`src/rtl/permutation_controller_pkg.sv`:
```
// permutation_controller_pkg: state encoding and default round count shared by controller and datapath
package permutation_controller_pkg;
    typedef enum logic [1:0] {
        S_IDLE  = 2'd0,
        S_ROUND = 2'd1,
        S_DONE  = 2'd2
    } state_t;
    localparam int unsigned DEFAULT_COUNT = 64;
endpackage

```
`src/rtl/permutation_controller.sv`:
```
// permutation_controller: sequences load, Count mapper rounds and result handshake for the permutation datapath
module permutation_controller
    import permutation_controller_pkg::*;
#(
    parameter int unsigned Count = DEFAULT_COUNT
) (
    input  logic clk,
    input  logic rst,
    input  logic inValid,
    output logic inReady,
    output logic outValid,
    input  logic outReady,
    output logic busy,
    input  logic cntCo,
    output logic ldReg,
    output logic selRes,
    output logic cntEn,
    output logic cntClr
);
    if (Count < 2) begin : g_bad_count
        $error("permutation_controller: Count must be >= 2");
    end
    state_t state_q, state_d;
    logic in_round, in_done, acc;
    // Output decode and next state; everything is gated by rst so outputs fall asynchronously in reset,
    // and the unused encoding behaves exactly like IDLE
    always_comb begin
        in_round = state_q == S_ROUND;
        in_done  = state_q == S_DONE;
        inReady  = rst & (~(in_round | in_done) | (in_done & outReady));
        acc      = inValid & inReady;
        outValid = rst & in_done;
        busy     = rst & (in_round | in_done);
        ldReg    = acc | (rst & in_round);
        selRes   = rst & in_round;
        cntEn    = rst & in_round;
        cntClr   = acc;
        state_d  = acc ? S_ROUND :
                   in_round ? (cntCo ? S_DONE : S_ROUND) :
                   (in_done & ~outReady) ? S_DONE : S_IDLE;
    end
    // State register with asynchronous active-low reset
    always_ff @(posedge clk or negedge rst) begin
        if (!rst) state_q <= S_IDLE;
        else      state_q <= state_d;
    end
endmodule

```
`config.mk`:
```
export PLATFORM = sky130hd
export DESIGN_NAME = permutation_controller
export DESIGN_NICKNAME = d
export VERILOG_FILES = /design/src/rtl/permutation_controller_pkg.sv /design/src/rtl/permutation_controller.sv
export SDC_FILE = /design/constraint.sdc
export NUM_CORES = 1
export LEC_CHECK = 0
export CORE_AREA = 5 5 42 44
export CTS_CLUSTER_DIAMETER = 80
export DETAILED_ROUTE_END_ITERATION = 16
export DIE_AREA = 0 0 47 49
export PLACE_DENSITY_LB_ADDON = 0.25
export SKIP_LAST_GASP = 1
export SLEW_MARGIN = 40
export SYNTH_ARGS = -nofsm -noshare
export SYNTH_HDL_FRONTEND = slang
export SYNTH_SLANG_ARGS = --single-unit
```
`constraint.sdc`:
```
create_clock -name clk -period 1.3 [get_ports clk]
set_input_delay 0.26 -clock clk [delete_from_list [all_inputs] [get_ports clk]]
set_output_delay 0.26 -clock clk [all_outputs]
set_load 0.02 [all_outputs]
```
# Word level (Yosys, flattened, before mapping)
# Index checks and enable logic that the tools add are counted.
# word_totals
reg_bits	2
inputBits	5
elab_cells	19
# op_classes
eq_ne	2
muxes	4
n_bitwise	12
# op_table
cell	n
$mux W2	4
$and A1 B1 Y1	7
$or A1 B1 Y1	3
$eq A2 B1 Y1 const B	1
$eq A2 B2 Y1 const B	1
$not A1 Y1	2

# Longest topological paths before layout
# logic_depth
depth_word	7
mapped_depth	5
ltp_nobuf	5

# Worst setup path after synthesis
# No wires, ideal clock.
# synth_timing
kind	register to output
startpoint	register state_q[0]
endpoint	output cntClr
t_arrival_ns	1.091
required_ns	1.040
slack_ns	-0.051
stages_incl_launch_ff	6
n_path_buf	0
path_cell_list	dfrtp_1 -> inv_1 -> ha_1 -> nand2b_1 -> o21ai_0 -> nor2_1
# synth_between
elab_chain_cells	6
# synth_rtl
item	line_no	rtl
from (decl)	permutation_controller.sv:23	state_t state_q, state_d;
from (signal assigned)	permutation_controller.sv:45	else state_q <= state_d;
$eq A2 B1 Y1 / $eq A2 B2 Y1 (equally long branches)	permutation_controller.sv:28, permutation_controller.sv:29	
$or A1 B1 Y1	permutation_controller.sv:30	inReady = rst & (~(in_round | in_done) | (in_done & outReady));
$not A1 Y1	permutation_controller.sv:30	
$or A1 B1 Y1 (*)	permutation_controller.sv:30	
$and A1 B1 Y1 (*)	permutation_controller.sv:30	
$and A1 B1 Y1 (*)	permutation_controller.sv:31	acc = inValid & inReady;
to (decl)	permutation_controller.sv:18	output logic cntClr
# Every way passes the cells marked *; elsewhere a longest branch is shown, timed or not.

# Final worst setup path
# layout_timing
startpoint	register state_q[1]
endpoint	output inReady
# layout_between
elab_chain_cells	5
# layout_rtl
item	line_no	rtl
$eq A2 B1 Y1 / $eq A2 B2 Y1 (equally long branches)	permutation_controller.sv:28, permutation_controller.sv:29	
$or A1 B1 Y1	permutation_controller.sv:30	
$not A1 Y1	permutation_controller.sv:30	
$or A1 B1 Y1 (*)	permutation_controller.sv:30	
$and A1 B1 Y1 (*)	permutation_controller.sv:30	
to (decl)	permutation_controller.sv:10	output logic inReady,
# Marked as above.

==> impl_metrics.tcl <==
set metrics [dict create \
    first_global_vias 255 \
    hold_buffers 0 \
    path_class "flip-flop to output pin" \
    syn_area_per_cell_sq_um 8.02 \
    cp_max_fo 3 \
    numClockSinks 2 \
    n_antenna_cell 0 \
    cp-start-kind "flip-flop" \
    post-route-drc-count 0 \
    slew_violations 0 \
    dp_hpwl_um 424 \
    status "complete, but fails checks" \
    synth_top_cell_area_share_pct 28.4 \
    synth_area_leaders "dfrtp_1 28%, ha_1 14%, and2_1 7.1%" \
    die_h_um 49 \
    grt-ovfl-total 0 \
    clockRootBuffer "clkbuf_4" \
    critical_path_required_ns 1.04 \
    ys.flop_type "dfrtp_1" \
    synth_area_leader_cell "dfrtp_1" \
    crit_family "flip-flops" \
    synth_edf_count 0 \
    core_area_sq_mm 0.00140 \
    syn-instance-count 22 \
    largest_reg_flops 2 \
    setup_viol 7 \
    tightest_slew_ns 0.255 \
    synthToLayoutAreaGrowth_pct 148 \
    rsz0062_at_grt "true" \
    die_area_sq_mm 0.00230 \
    hold_path_class "primary input to async pin" \
    rows 14 \
    syn_area_sq_um 176 \
    skew_ns 0.00208 \
    ys_async_sr_fraction_pct 100 \
    largestRegisters "state_q: 2 flops" \
    drive_above_1_share_pct 72.1 \
    h-tree-depth 1 \
    cts_buffers 3 \
    vias 224 \
    io_buffers 11 \
    dpl.cell_count 54 \
    stdcell_count 59 \
    clk_path_buf_depth 2 \
    synth.distinct_cells 16 \
    cp.arrival_ns 1.34 \
    max-slew-margin-rel_pct 83.0 \
    clock.fmax_mhz 624 \
    synthesis.nets 29 \
    multi_input_area_sq_um 163 \
    seq_area_sq_um 50.0 \
    cts.reportedPaths.clkPinSlew_ns 0.03 \
    fillers 160 \
    ys_seq_area_share_pct 28.4 \
    crit_buf_inv 3 \
    maxCapViolCount 0 \
    power.density_mw_per_mm2 1830 \
    min_period_ns 1.60 \
    place.gp.congestion 0.781 \
    synth-seq-cells 2 \
    worst_setup_path_end_kind "output pin" \
    slowest_stage "dfrtp_1" \
    worst_ir_drop_vdd_mv 0.484 \
    path_common_cell "inv_2" \
    io_pins 12 \
    tritoncts "done" \
    regMostFlops "state_q" \
    final-hold-violation-count 0 \
    ys_warn_count 0 \
    power.static_leakage_nw 0.207 \
    final_antenna_net_count 0 \
    hold_ws_ns 0.235 \
    wire_per_inst_um 9.93 \
    cp_slowest_stage_delay_ns 0.41 \
    die_w_um 47 \
    start_util_pct 12.6 \
    grt_usage_pct 5.63 \
    grt_start_max_net_pins 8 \
    antenna_found_initial 0 \
    min_period_over_period_pct 123 \
    drt-pass1-iter-count 2 \
    grt_first_pass_wirelength_um 959 \
    clk_latency_ns 0.22 \
    path_cells "inv_2 -> ha_4 -> inv_2 -> o21a_1 -> and2_4 -> buf_6" \
    fin_ws_ns -0.303 \
    power_mw 0.803 \
    failed_checks "setup timing" \
    viasPerCell 3.80 \
    wirelength_um 586 \
    nets 52 \
    drt_iter0_drc 2 \
]
[report_power, final]
| group | internal (mW) | switching, mW | total [mW] |
|---|---|---|---|
| clock | 0.102 | 0.0317 | 0.133 |
| sequential | 0.0852 | 0.0280 | 0.113 |
| combinational | 0.320 | 0.237 | 0.557 |
| total | 0.507 | 0.296 | 0.803 |
[metal layers]
layer | GRT usage (%) | vias up | part of all wire, %
li1 | - | 113 | -
met1 | 5.70 | 101 | 42
met2 | 9.95 | 10 | 51
met3 | 1.48 | 0 | 7.3
met4 | 2.76 | 0 | 0
met5 | 0 | - | 0
[path summary, 6_finish.rpt]
check	from	to	slack, ns	depth (start not counted)
worst max-delay path	state_q[1]	inReady	-0.30	6
worst min-delay path	rst	state_q[1]	0.24	2
worst max register to register	state_q[1]	state_q[0]	0.11	6
worst min register to register	state_q[0]	state_q[1]	0.87	4
max in group asynchronous	rst	state_q[0]	0.97	2
min in group clk	cntCo	state_q[1]	0.65	2
[cell type report]
type	count	area share, %
repair buffers	19	39.1
multi-input cells	16	37.1
flip-flops and latches	2	11.4
clock buffers	3	5.14
well taps	16	4.57
inverters	3	2.57
[what timing repair did]
| item | in CTS | in global routing |
|---|---|---|
| pin swaps | 1 | 0 |
| setup endpoints to repair | 8 | 7 |
| gates resized for setup | 48 | 7 |
| buffers inserted | 1 | 1 |
[kinds of logic (layout without fill, tap and decap cells)]
family	after synthesis	count (layout)	synth area share (%)
buffers and inverters	4	25	10.6
adders and majority gates	2	2	14.2
and+or+nand+nor	9	9	28.4
DFF	2	2	28.4
AOI/OAI and AO/OA	5	5	18.4
[stage by stage]
stage,setup WS [ns],cell area [sq um],TNS (ns),utilization (%)
after CTS,-0.312,409,-1.33,29.2
after global placement,-0.655,349,-4.23,24.9
final,-0.303,438,-1.36,31.3
after detailed placement,-0.675,349,-4.37,24.9
after global routing,-0.368,438,-1.76,31.3
after floorplan,0.00683,181,0,-
[layout by cell type, fill, tap and decap left out]
| cell type | count |
|---|---|
| a21oi_2 | 1 |
| a2bb2oi_1 | 1 |
| and2_4 | 3 |
| buf_2 | 1 |
| buf_4 | 8 |
| buf_6 | 6 |
| clkbuf_4 | 3 |
| clkdlybuf4s50_1 | 3 |
| dfrtp_1 | 2 |
| dlygate4sd2_1 | 1 |
| ha_4 | 2 |
| inv_2 | 3 |
| nand2_1 | 2 |
| nand2b_4 | 1 |
| nor2_2 | 1 |
| nor2b_2 | 1 |
| nor2b_4 | 1 |
| o21a_1 | 1 |
| o21ai_1 | 1 |
| o22ai_1 | 1 |
Note: power is estimated with default switching activity, not from simulation.
